File: src/rtl/thermo_onehot_pipe_if.sv
// Stream bundle for the thermometer-to-one-hot pipeline: input word, result word,
// and error-counter control/status.
interface thermo_onehot_pipe_if #(
  parameter int N         = 15,
  parameter int ERR_CNT_W = 8
);
  localparam int CW = $clog2(N + 1);

  logic                 in_valid;
  logic                 in_ready;
  logic [N-1:0]         thermo;
  logic                 out_valid;
  logic                 out_ready;
  logic [N:0]           onehot;
  logic [CW-1:0]        count;
  logic                 err;
  logic                 err_clr;
  logic [ERR_CNT_W-1:0] err_count;

  modport master (
    output in_valid, thermo, out_ready, err_clr,
    input  in_ready, out_valid, onehot, count, err, err_count
  );

  modport slave (
    input  in_valid, thermo, out_ready, err_clr,
    output in_ready, out_valid, onehot, count, err, err_count
  );
endinterface

File: src/rtl/thermo_onehot_pipe.sv
// Two-stage valid/ready thermometer-to-one-hot decoder with optional bubble repair,
// illegal-code flagging and a saturating error tally.
module thermo_onehot_pipe #(
  parameter int N          = 15,
  parameter int BUBBLE_FIX = 1,
  parameter int ERR_CNT_W  = 8
) (
  input  logic                   clk,
  input  logic                   rst,
  thermo_onehot_pipe_if.slave    bus
);
  localparam int CW = $clog2(N + 1);
  localparam logic [ERR_CNT_W-1:0] ERR_MAX = '1;

  logic         v1, v2;
  logic         en1, en2;
  logic [N-1:0] c1;
  logic         raw_err1, legal1;

  logic [N+1:0] tp;
  logic [N-1:0] c_d;
  logic         raw_err_d, legal_d;

  logic [N+1:0] cp;
  logic [N:0]   onehot_d;
  logic [CW-1:0] count_d;

  logic [N:0]    onehot_q;
  logic [CW-1:0] count_q;
  logic          err_q;
  logic [ERR_CNT_W-1:0] err_count_q;

  assign en2          = !v2 || bus.out_ready;
  assign en1          = !v1 || en2;
  assign bus.in_ready = en1 && !rst;

  // Stage 1: padded code t[-1]=1, t[N]=0 lives at tp[0] / tp[N+1].
  always_comb begin
    tp        = {1'b0, bus.thermo, 1'b1};
    raw_err_d = 1'b0;
    legal_d   = 1'b1;
    c_d       = '0;
    for (int i = 0; i < N; i++) begin
      if (BUBBLE_FIX != 0)
        c_d[i] = (tp[i] & tp[i+1]) | (tp[i] & tp[i+2]) | (tp[i+1] & tp[i+2]);
      else
        c_d[i] = tp[i+1];
    end
    for (int i = 0; i < N - 1; i++) begin
      if (bus.thermo[i+1] && !bus.thermo[i]) raw_err_d = 1'b1;
      if (c_d[i+1] && !c_d[i])               legal_d   = 1'b0;
    end
  end

  // Stage 2: illegal (uncorrectable) codes decode to all zeros.
  always_comb begin
    cp       = {1'b0, c1, 1'b1};
    onehot_d = '0;
    count_d  = '0;
    if (legal1) begin
      for (int k = 0; k <= N; k++)
        onehot_d[k] = cp[k] & ~cp[k+1];
      for (int i = 0; i < N; i++)
        count_d = count_d + {{(CW-1){1'b0}}, c1[i]};
    end
  end

  always_ff @(posedge clk) begin
    if (rst) begin
      v1       <= 1'b0;
      c1       <= '0;
      raw_err1 <= 1'b0;
      legal1   <= 1'b1;
    end else if (en1) begin
      v1 <= bus.in_valid;
      if (bus.in_valid) begin
        c1       <= c_d;
        raw_err1 <= raw_err_d;
        legal1   <= legal_d;
      end
    end
  end

  always_ff @(posedge clk) begin
    if (rst) begin
      v2       <= 1'b0;
      onehot_q <= '0;
      count_q  <= '0;
      err_q    <= 1'b0;
    end else if (en2) begin
      v2 <= v1;
      if (v1) begin
        onehot_q <= onehot_d;
        count_q  <= count_d;
        err_q    <= raw_err1 | !legal1;
      end
    end
  end

  always_ff @(posedge clk) begin
    if (rst || bus.err_clr)
      err_count_q <= '0;
    else if (v2 && bus.out_ready && err_q && err_count_q != ERR_MAX)
      err_count_q <= err_count_q + 1'b1;
  end

  assign bus.out_valid = v2;
  assign bus.onehot    = onehot_q;
  assign bus.count     = count_q;
  assign bus.err       = err_q;
  assign bus.err_count = err_count_q;
endmodule

File: src/flat_wrapper.sv
// flat-port wrapper written by rule: the top's interface ports become plain ports
module thermo_onehot_pipe_flat 
#(
  parameter int N          = 15,
  parameter int BUBBLE_FIX = 1,
  parameter int ERR_CNT_W  = 8
)
  (clk, rst, bus_in_valid, bus_thermo, bus_out_ready, bus_err_clr, bus_in_ready, bus_out_valid, bus_onehot, bus_count, bus_err, bus_err_count);
  thermo_onehot_pipe_if #(.N(N), .ERR_CNT_W(ERR_CNT_W)) bus_i ();
  input  logic clk;
  input  logic rst;
  input wire logic [$bits(bus_i.in_valid)-1:0] bus_in_valid;
  input wire logic [$bits(bus_i.thermo)-1:0] bus_thermo;
  input wire logic [$bits(bus_i.out_ready)-1:0] bus_out_ready;
  input wire logic [$bits(bus_i.err_clr)-1:0] bus_err_clr;
  output wire logic [$bits(bus_i.in_ready)-1:0] bus_in_ready;
  output wire logic [$bits(bus_i.out_valid)-1:0] bus_out_valid;
  output wire logic [$bits(bus_i.onehot)-1:0] bus_onehot;
  output wire logic [$bits(bus_i.count)-1:0] bus_count;
  output wire logic [$bits(bus_i.err)-1:0] bus_err;
  output wire logic [$bits(bus_i.err_count)-1:0] bus_err_count;
  assign bus_i.in_valid = bus_in_valid;
  assign bus_i.thermo = bus_thermo;
  assign bus_i.out_ready = bus_out_ready;
  assign bus_i.err_clr = bus_err_clr;
  assign bus_in_ready = bus_i.in_ready;
  assign bus_out_valid = bus_i.out_valid;
  assign bus_onehot = bus_i.onehot;
  assign bus_count = bus_i.count;
  assign bus_err = bus_i.err;
  assign bus_err_count = bus_i.err_count;
  thermo_onehot_pipe #(.N(N), .BUBBLE_FIX(BUBBLE_FIX), .ERR_CNT_W(ERR_CNT_W)) u_core (.clk(clk), .rst(rst), .bus(bus_i));
endmodule
File: config.mk
export PLATFORM = sky130hd
export DESIGN_NAME = thermo_onehot_pipe_flat
export DESIGN_NICKNAME = d
export VERILOG_FILES = /design/src/rtl/thermo_onehot_pipe_if.sv /design/src/rtl/thermo_onehot_pipe.sv /design/src/flat_wrapper.sv
export SDC_FILE = /design/constraint.sdc
export NUM_CORES = 1
export LEC_CHECK = 0
export ABC_AREA = 1
export CAP_MARGIN = 30
export CORE_MARGIN = 1
export CORE_UTILIZATION = 30
export CTS_BUF_LIST = sky130_fd_sc_hd__clkbuf_8 sky130_fd_sc_hd__clkbuf_16
export CTS_CLUSTER_DIAMETER = 50
export DETAILED_ROUTE_END_ITERATION = 10
export SYNTH_ARGS = -nofsm -noshare
export SYNTH_HDL_FRONTEND = slang
export SYNTH_SLANG_ARGS = --single-unit
File: constraint.sdc
create_clock -name clk -period 4.5 [get_ports clk]
set_clock_uncertainty 0.15 [all_clocks]
set_input_delay 0.9 -clock clk [delete_from_list [all_inputs] [get_ports clk]]
set_output_delay 0.9 -clock clk [all_outputs]
set_load 0.02 [all_outputs]
==> results of run 1 <==
## registers in the layout, summed over array words and instances (netlist names)
signal and flops:
u_core.bus.onehot 16, u_core.c1 15, u_core.bus.err_count 8, u_core.bus.count 4
u_core.bus.err 1, u_core.bus.out_valid 1, u_core.legal1 1, u_core.raw_err1 1
u_core.v1 1
## cell families after synthesis
group                    after synthesis  share of synthesized area, %
AND/OR/NAND/NOR                      144                          24.3
AO/OA/AOI/OAI                         82                          17.8
buffers and inverters                 55                          8.92
flip-flops                            48                          36.1
adder cells (fa/ha/maj)               18                          11.0
XOR/XNOR                               6                          1.97
## critical path: cells and delay by family, from the launching register on
family / cells / cell delay [ns]
XOR/XNOR: 1 / 0.17
AND/OR/NAND/NOR: 1 / 0.05
flip-flops: 1 / 0.36
AO/OA/AOI/OAI: 1 / 0.16
buffers and inverters: 2 / 0.12
adder cells (fa/ha/maj): 7 / 2.80
## synthesized netlist by cell type, drive strengths merged
cell type  instances
a211oi             2
a21oi             44
a22oi              6
buf                5
clkbuf             6
dfxtp             48
fa                 9
ha                 9
inv               44
nand2             83
nand3             32
nor2              25
nor3               3
o21a               1
o21ai             28
o221a              1
or2                1
xnor2              2
xor2               4
## how the worst max path moves through the flow
stage	from	end	slack (ns)	cells after the start
2_1_floorplan	u_core.c1[1]	u_core.bus.count[2]	0.72	12
3_3_place_gp	u_core.c1[1]	u_core.bus.count[2]	0.66	12
3_5_place_dp	u_core.c1[1]	u_core.bus.count[2]	0.55	12
4_1_cts	u_core.c1[1]	u_core.bus.count[2]	0.53	12
5_1_grt	u_core.c1[1]	u_core.bus.count[2]	0.35	12
6_report	u_core.c1[1]	u_core.bus.count[2]	0.56	12
## final cells by class
cell class / count / area, um2
clock inverter: 2 / 12.5
inverter: 44 / 168
tap: 108 / 135
fill: 924 / 5360
timing repair buffer: 51 / 508
sequential: 48 / 961
clock buffer: 5 / 68.8
multi-input combinational: 250 / 1470
## per-layer routing
layer	GRT usage [%]	share of wire, %	up-vias
met4	4.10	1.1	0
met3	2.69	4.2	8
met2	22.3	45	49
met5	0	0	-
li1	-	-	1248
met1	19.1	50	1020
## power breakdown
part	leakage, nW	switching, mW	internal, mW
sequential	0.393	0.0177	0.451
combinational	0.941	0.175	0.135
clock	0.0400	0.141	0.105
total	1.37	0.333	0.691
==> run_results.csv, run 1 <==
group,metric,value,unit
cells_and_area,most-common-layout-cells,"nand2_1, clkdlybuf4s50_1, dfxtp_1",
floorplan,die_w,96.2,um
drt,wl,5.86,mm
clocking,cts_hold_buf,0,
hold_path,min_path_type,"flop to flop",
worst_setup_path,r2r_slack,0.56,ns
worst_setup_path,cp-start-kind,"flop",
hold_path,hp-start,"u_core.bus.onehot[3]",
clocking,cts_setup_buffers,0,
status,status,"finished, final reports clean",
clocking,clk_pin_slew,0.09,ns
cells_and_area,drive_above_1_share,9.00,%
floorplan,die_h,96.2,um
drt,via_per_inst,4.58,
sta,period_share,87.5,%
sta,tightest_slew,0.519,ns
drt,first_pass_iters,4,
cells_and_area,layout_commonest_cell,"nand2_1",
clocking,tritoncts,"built",
clocking,clk_latency,0.30,ns
logic_synthesis,syn-num-nets,391,
clocking,cts_made_buffers,5,
power,power_density,309,nW/um2
logic_synthesis,synth_area_leader_cell,"dfxtp_1",
worst_setup_path,timing.rr.start,"u_core.c1[1]",
place,dp_slack,0.547,ns
logic_synthesis,yosysWarningCount,0,
drt,drcViolationCount,0,
sta,rsz0062_at_grt,"no",
global_route,grt_max_degree,27,
clocking,cts_htree_levels,2,
power,ir_drop,0.000125,V
logic_synthesis,syn_inst,353,
drt,ant_nets,0,
logic_synthesis,yosysTopAreaCellShare,36.1,%
global_route,grt_antenna_before_repair,0,
cells_and_area,areaGrowthSynthToFinish,24.6,%
hold_path,whs_path_depth,2,
sta,timing.hold.ws,0.320,ns
sta,max_slew_margin,65.4,%
clocking,cts_sinks,48,
logic_synthesis,syn_area,2660,um2
worst_setup_path,cp_common_cell,"fa_1",
sta,maxClockFrequency,254,MHz
global_route,first_global_vias,2131,
floorplan,fp.dieArea,9260,um2
place,io_buffers,50,
worst_setup_path,endpoint_kind,"flop",
drt,vias,2325,
worst_setup_path,reg2reg_depth,12,
sta,setup_viol,0,
clocking,cts-root-buf,"clkbuf_8",
logic_synthesis,synthDistinctLibCells,31,
cells_and_area,finalNonFillerCells,508,
logic_synthesis,yosys_register_bits,48,
cells_and_area,stdcell_area,3320,um2
worst_setup_path,slowest_delay,0.54,ns
floorplan,pin_count,51,
sta,maxSlewViolCount,0,
drt,dr.first_iter.drc_count,99,
cells_and_area,diodes,0,
power,total_power,1.02,mW
worst_setup_path,cp_cell_sequence,"inv_1 > ha_1 > fa_1 > fa_1 > fa_1 > fa_1 > inv_1 > ha_1 > fa_1 > xor2_1 > a22oi_1 > nor2_1",
sta,setup_slack,0.562,ns
cells_and_area,final_nets,438,
worst_setup_path,timing.rr.end,"u_core.bus.count[2]",
logic_synthesis,ys_top_cells_by_area,"dfxtp_1, nand2_1, a21oi_1",
power,p_leak,1.37,nW
global_route,track_usage,14.0,%
worst_setup_path,crit_arrival,3.98,ns
logic_synthesis,synth.avg_cell_area,7.55,um2
place,gp_congestion,0.804,
worst_setup_path,worstSetupPathType,"flop to flop",
place,dp.cells,501,
hold_path,holdPathEnd,"u_core.bus.onehot[3]",
clocking,cts-resized-gates,0,
worst_setup_path,worstPathRequired,4.54,ns
worst_setup_path,path_max_fanout,3,
drt,wire_per_inst,11.5,um
floorplan,start_util,30.7,%
floorplan,rows,34,
logic_synthesis,seq_area_frac_synth,36.1,%
sta,fin_crit,3.94,ns
global_route,gr-total-overflow,0,
sta,tns,0,ns
place,placed_area,3240,um2
flow_run,maxCapViolCount,0,
worst_setup_path,cp_slowest_cell,"fa_1",
cells_and_area,fin_util,38.2,%
place,hpwl,4.60,mm
floorplan,core-area,8680,um2
sta,hold_violations,0,
clocking,clockBufferDepth,2,
global_route,grt_pass1_wl,10.1,mm
Note: power is estimated with default switching activity, not from simulation.
==> run 2: changes to the inputs <==
TNS_END_PERCENT = 50   (was default)
==> results of run 2 <==
No change in the layout: final DEF, timing and power equal those of run 1.
